[src/rtl/rf_write_arbiter_pkg.sv]
// rf_pkg: shared widths and output-register reset constants for the register-file write arbiter.
package rf_pkg;
  localparam int RF_AW = 5;
  localparam int RF_DW = 32;
  localparam int RF_CNT_W = 16;
  localparam logic RF_RST_WE = 1'b0;
  localparam logic [RF_AW-1:0] RF_RST_WREG = '0;
  localparam logic [RF_DW-1:0] RF_RST_WDATA = '0;
  localparam logic [2:0] RF_RST_GID = '0;
  localparam logic [RF_CNT_W-1:0] RF_RST_CNT = '0;
endpackage

[src/rtl/rf_write_arbiter_rr.sv]
// rr_arbiter: round-robin one-hot grant, first requester strictly after the last granted index.
module rr_arbiter #(
  parameter int N = 2,
  localparam int PW = (N > 1) ? $clog2(N) : 1
) (
  input  logic          clk,
  input  logic          rst,
  input  logic [N-1:0]  req,
  input  logic          en,
  input  logic          adv,
  output logic [N-1:0]  gnt,
  output logic [PW-1:0] gntIdx
);
  logic [PW-1:0] ptr;
  logic [PW-1:0] idx;
  logic found;
  always_comb begin
    gnt = '0;
    gntIdx = ptr;
    idx = '0;
    found = 1'b0;
    for (int k = 1; k <= N; k++) begin
      idx = PW'((int'(ptr) + k) % N);
      if (en && !found && req[idx]) begin
        gnt[idx] = 1'b1;
        gntIdx = idx;
        found = 1'b1;
      end
    end
  end
  always_ff @(posedge clk or posedge rst)
    if (rst) ptr <= PW'(N - 1);
    else if (adv) ptr <= gntIdx;
endmodule

[src/rtl/rf_write_arbiter.sv]
// rf_write_arbiter: shares the register-file write port among NREQ writeback sources, yielding to reads.
// Define RF_ARB_ZERO_GUARD_EN to swallow writes to register 0 (accepted but never strobed).
module rf_write_arbiter
  import rf_pkg::*;
#(
  parameter int NREQ = 2,
  parameter int AW = RF_AW,
  parameter int DW = RF_DW
) (
  input  logic                 clk,
  input  logic                 rst,
  input  logic [NREQ-1:0]      req_valid,
  input  logic [NREQ*AW-1:0]   req_addr,
  input  logic [NREQ*DW-1:0]   req_data,
  output logic [NREQ-1:0]      req_ready,
  input  logic                 read_req,
  output logic                 RegWrite,
  output logic [AW-1:0]        WriteRegister,
  output logic [DW-1:0]        WriteData_reg,
  output logic [2:0]           grant_id,
  output logic [RF_CNT_W-1:0]  write_count
);
  localparam int PW = (NREQ > 1) ? $clog2(NREQ) : 1;
  logic [NREQ-1:0] gnt;
  logic [PW-1:0] gntIdx;
  logic xfer;
  logic doWrite;
  logic [AW-1:0] selAddr;
  logic [DW-1:0] selData;
  rr_arbiter #(.N(NREQ)) u_arb (
    .clk(clk), .rst(rst), .req(req_valid), .en(!read_req), .adv(xfer),
    .gnt(gnt), .gntIdx(gntIdx)
  );
  assign req_ready = gnt;
  assign xfer = |gnt;
  assign selAddr = req_addr[int'(gntIdx)*AW +: AW];
  assign selData = req_data[int'(gntIdx)*DW +: DW];
`ifdef RF_ARB_ZERO_GUARD_EN
  assign doWrite = xfer && (selAddr != '0);
`else
  assign doWrite = xfer;
`endif
  // The count advances on the same edge that raises RegWrite, so it reflects the strobe being shown.
  always_ff @(posedge clk or posedge rst)
    if (rst) begin
      RegWrite <= RF_RST_WE;
      WriteRegister <= AW'(RF_RST_WREG);
      WriteData_reg <= DW'(RF_RST_WDATA);
      grant_id <= RF_RST_GID;
      write_count <= RF_RST_CNT;
    end else begin
      RegWrite <= doWrite;
      write_count <= write_count + RF_CNT_W'(doWrite);
      if (xfer) begin
        WriteRegister <= selAddr;
        WriteData_reg <= selData;
        grant_id <= 3'(gntIdx);
      end
    end
endmodule

[config.mk]
export PLATFORM = sky130hd
export DESIGN_NAME = rf_write_arbiter
export DESIGN_NICKNAME = d
export VERILOG_FILES = /design/src/rtl/rf_write_arbiter_pkg.sv /design/src/rtl/rf_write_arbiter_rr.sv /design/src/rtl/rf_write_arbiter.sv
export SDC_FILE = /design/constraint.sdc
export NUM_CORES = 1
export LEC_CHECK = 0
export ABC_AREA = 1
export CORE_UTILIZATION = 40
export CTS_CLUSTER_SIZE = 28
export DETAILED_ROUTE_END_ITERATION = 16
export GPL_TIMING_DRIVEN = 0
export HOLD_SLACK_MARGIN = 0.08
export PLACE_DENSITY = 0.82
export SLEW_MARGIN = 20
export SYNTH_ARGS = -nofsm -noshare
export SYNTH_HDL_FRONTEND = slang
export SYNTH_HIERARCHICAL = 1
export SYNTH_SLANG_ARGS = --single-unit
[constraint.sdc]
create_clock -name clk -period 2.4 [get_ports clk]
set_input_delay 0.6 -clock clk [delete_from_list [all_inputs] [get_ports clk]]
set_output_delay 0.6 -clock clk [all_outputs]
set_load 0.1 [all_outputs]
-- Yosys cells after proc, flatten, opt, wreduce, memory -nomap -nowiden
Index checks and enable logic that the tools add are counted.
- register bits: 56
- bits of input ports: 79
- output and inout bits: 59
- add/subtract/negate cells: 3
- $mul: 1
- $lt $le $gt $ge: 4
- shift operators: 2
- mux-type cells: 13
- bitwise operators: 1
- reduce and logical (&&, ||, !) cells: 8
- operator list (operator ; number):
    $shiftx A64 B7 Y32 ; 1
    $add A16 B1 Y16 ; 1
    $shiftx A10 B5 Y5 ; 1
    $mux W1 ; 9
    $logic_and A1 B1 Y1 ; 5
    $lt A1 B2 Y1 const B ; 2
    $mul A1 B3 Y4 const B ; 1
    $mux W2 ; 2
    $add A1 B1 Y1 const B ; 2
    $demux W1 S1 ; 2
    $ge A1 B1 Y1 const B ; 2
    $logic_not A1 Y1 ; 2
    $or A2 B2 Y2 ; 1
    $reduce_or A2 Y1 ; 1

-- Depth between registers and ports, before layout
- word-level depth: 11
- mapped depth: 14
- depth with buffers taken out: 13

-- Cells and area by module
Netlist, hierarchy kept.
- modules (own cells, without submodules) (module ; instances ; cells an instance ; area each (um2) ; sequential area each (um2)):
    rf_write_arbiter ; 1 ; 305 ; 2919.0 ; 1376.3
    rr_arbiter ; 1 ; 13 ; 81.3 ; 26.3

-- Least setup slack after synthesis
OpenSTA, ideal clock, no wires.
- kind: input to register
- start: input read_req
- end: register write_count[14]
- arrival: 3.638 ns
- data required time: 2.278 ns
- path slack: -1.360 ns
- cell stages on the path: 13
- cells stage by stage: inv_1 > nand2_1 > a21oi_1 > nor2_4 > inv_2 > buf_2 > ha_1 > ha_1 > nand3_2 > nor2_2 > nand3_1 > nand2_1 > nand2_1
- longest elaborated chain between the ends: 9
- elaborated cells between the ends (all ways): 11
- ends and longest elaborated chain (item ; line ; source):
    from (decl) ; rf_write_arbiter.sv:16 ; input logic read_req,
    $logic_not A1 Y1 * ; rf_write_arbiter.sv:31 ; .clk(clk), .rst(rst), .req(req_valid), .en(!read_req), .adv(xfer),
    $logic_and A1 B1 Y1 ; rf_write_arbiter_rr.sv:24 ; if (en && !found && req[idx]) begin
    $mux W1 ; rf_write_arbiter_rr.sv:24 ;
    $logic_not A1 Y1 ; rf_write_arbiter_rr.sv:24 ;
    $logic_and A1 B1 Y1 (2 in series) ; rf_write_arbiter_rr.sv:24 ;
    $mux W2 * ; rf_write_arbiter_rr.sv:24 ;
    net req_ready[1] ; rf_write_arbiter.sv:15 ; output logic [NREQ-1:0] req_ready,
    $reduce_or A2 Y1 * ; rf_write_arbiter.sv:35 ; assign xfer = |gnt;
    net doWrite ; rf_write_arbiter.sv:27 ; logic doWrite;
    $add A16 B1 Y16 * ; rf_write_arbiter.sv:53 ; write_count <= write_count + RF_CNT_W'(doWrite);
    to (signal assigned) ; rf_write_arbiter.sv:53 ;
    to (decl) ; rf_write_arbiter.sv:21 ; output logic [RF_CNT_W-1:0] write_count
The timed path passes the listed nets; every way through them passes the cells marked *.
A chain may end at the register's enable or synchronous reset.

-- Worst setup path in the final report
- start: register write_count[3]
- end: output write_count[3]
No word-level cell between the ends.

==> results.toml <==
[outcome]
status = "finished, final reports clean"

[logic_synthesis]
synth_edf_count = 0
ys.flop_type = "dfrtp_1"
synth.ff_latch_count = 56
ys_warn_count = 6
synth_area_um2 = 3000
yosysSeqAreaShare_pct = 46.75
postSynthCellCount = 318
synth_top_area_share_pct = 45.87
yosysTopAreaCell = "dfrtp_1"
synthArstFlopShare_pct = 100.0
synth_cell_types = 27
avgSynthCellArea_um2 = 9.435
yosysMostFrequentCell = "nand2_1"
synth_area_leaders = "dfrtp_1 46%, a21oi_2 11%, nor2_4 8.6%"
synthTopCellsByCount = "67 x nand2_1, 55 x dfrtp_1, 40 x a21oi_1, 36 x a21oi_2, 26 x nor2_1"

[floorplan]
fp-row-count = 31
die_y_um = 88.61
dieArea_um2 = 7851
start_util_pct = 41.37
die_x_um = 88.61
io_pins = 138
core-area_um2 = 7253

[finish]
largest_reg_flops = 32
area_growth_pct = 54.25
multi_input_area_um2 = 1458
final_cells = 561
diodes = 0
drive_gt1_share_pct = 23.38
nets = 543
regArea_um2 = 1403
stdcell_area_um2 = 4628
fin_util_pct = 63.81
fill_cells = 642

[timing]
final_hold_viol_count = 0
fin_setup_tns_ns = 0
slew_violations = 0
fin_skew_ns = 0.006980
relSlewSlack_pct = 33.95
finalSetupViolations = 0
tightestPinTransition_ns = 0.9947
post-route-period-util_pct = 95.32
rsz0062_at_grt = "false"
timing.fmax_mhz = 437.1
final.min_clock_period_ns = 2.288
setup_ws_ns = 0.1123
holdWs_ns = 0.4940

[critical_path]
crit_arrival_ns = 1.69
critical_path.max_fanout = 5
reg2reg_depth = 12
crit_path_end = "write_count[3]"
r2r-start = "u_arb/ptr"
slowest_stage = "dlygate4sd2_1"
cpPeakStageDelay_ns = 0.90
worstPathRequired_ns = 1.80
worstSetupEndpointType = "output pin"
path_depth = 1
rr_endpoint = "write_count[14]"
worstPathCellList = "dlygate4sd2_1"
rrSetupSlack_ns = 0.39
cp-startpoint = "write_count[3]"
critical_path_class = "reg2out"
cp_num_buf_inv = 1
worstSetupStartpointType = "flip-flop"
critPathTopFamily = "buffers and inverters"

[job]
drv_cap = 0

[placement]
dp_cells = 553
dpl_worst_slack_ns = -0.8826
gp_congestion = 0.7603
postPlaceCellArea_um2 = 4579
hpwlAfterDp_um = 5658
port_buffers = 135

[power]
max-vdd-ir-drop_uv = 735.5
total_power_mw = 6.804
power_density_nw_per_um2 = 1470
p_leak_nw = 2.004

[route]
routed_wl_um = 7486
num_vias = 2704
drtIter0Drc = 87
detail-route-antenna-nets = 0
vias_per_cell = 4.820
detail_route.wl_per_cell_um = 13.34
drtPass1Iterations = 4
drc = 0

[global_routing]
grt_antenna_before_repair = 0
grt_pass1_vias = 2550
grt-ovfl-total = 0
track_usage_pct = 19.63
grt_pass1_wl_um = 11940
grt_max_degree = 56

[clocking]
hold_buffers = 0
htreeDepth = 2
cts_num_sinks = 56
cts_root_buf = "clkbuf_8"
cts_tree = "yes"
cts.path.max_buffers = 2
clk_latency_ns = 0.30
cts.clk_slew.worst_paths_ns = 0.10
numCtsBuffers = 5

[worst_hold_path]
whs_path_depth = 2
hp-class = "reg2reg"
==> power breakdown <==
part           switching [mW]  leakage (nW)  internal (mW)  total [mW]
Combinational            3.58          1.29          0.972        4.55
Sequential              0.323         0.656           1.31        1.63
Clock                   0.311        0.0541          0.310       0.621
Total                    4.21          2.00           2.59        6.80
==> layer usage <==
metal	global-route usage, %	vias up	routed length, um
li1	-	1318	-
met1	24.38	1290	3026
met2	32.73	86	3785
met3	6.530	10	552
met4	5.425	0	121
met5	0	-	0
==> repair_timing <==
action | 4_1_cts | 5_1_grt
endpoints found under the setup margin | 57 | 4
gates resized for setup | 68 | 3
buffers inserted | 0 | 0
==> cell type report <==
cell class,instances,area share (%)
multi-input combinational,229,31.50
tap,99,2.676
clock buffer,5,1.487
sequential,56,30.31
buffer,18,3.569
clock inverter,3,0.9192
inverter,16,1.703
timing repair buffer,135,27.85
==> cells in the final DEF, fill, tap and decap left out, drive strengths merged <==
master and count:
clkdlybuf4s50 75, nand3b 1, or2 1, ha 3, clkbuf 6, dfrtp 55, dlymetal6s2s 3, xnor2 3
dlygate4sd2 55, inv 16, conb 2, nand4 3, o21ai 3, bufinv 1, nand2 72, nor2 52
clkinv 1, buf 19, nand3 7, xor2 5, and2 1, dfstp 1, a21oi 76, clkinvlp 1
==> worst min-delay path by stage <==
stage,start,to,slack (ns)
2_1_floorplan,rst,u_arb/ptr,0.49
3_3_place_gp,grant_id[0],grant_id[0],0.47
3_5_place_dp,grant_id[0],grant_id[0],0.48
4_1_cts,grant_id[0],grant_id[0],0.50
5_1_grt,WriteData_reg[21],WriteData_reg[21],0.55
6_report,grant_id[0],grant_id[0],0.49
==> kinds of logic (layout without fill, tap and decap cells) <==
kind of cell             after synthesis  count (layout)  synth area share (%)
other                                  1               2                0.1250
buffers and inverters                 34             177                 7.297
AO/OA/AOI/OAI                         79              79                 17.68
flip-flops                            56              56                 46.75
AND/OR/NAND/NOR                      137             137                 24.56
adder cells (fa/ha/maj)                3               3                 1.251
XOR/XNOR                               8               8                 2.335
No activity file was read; power rests on OpenSTA's default activity.
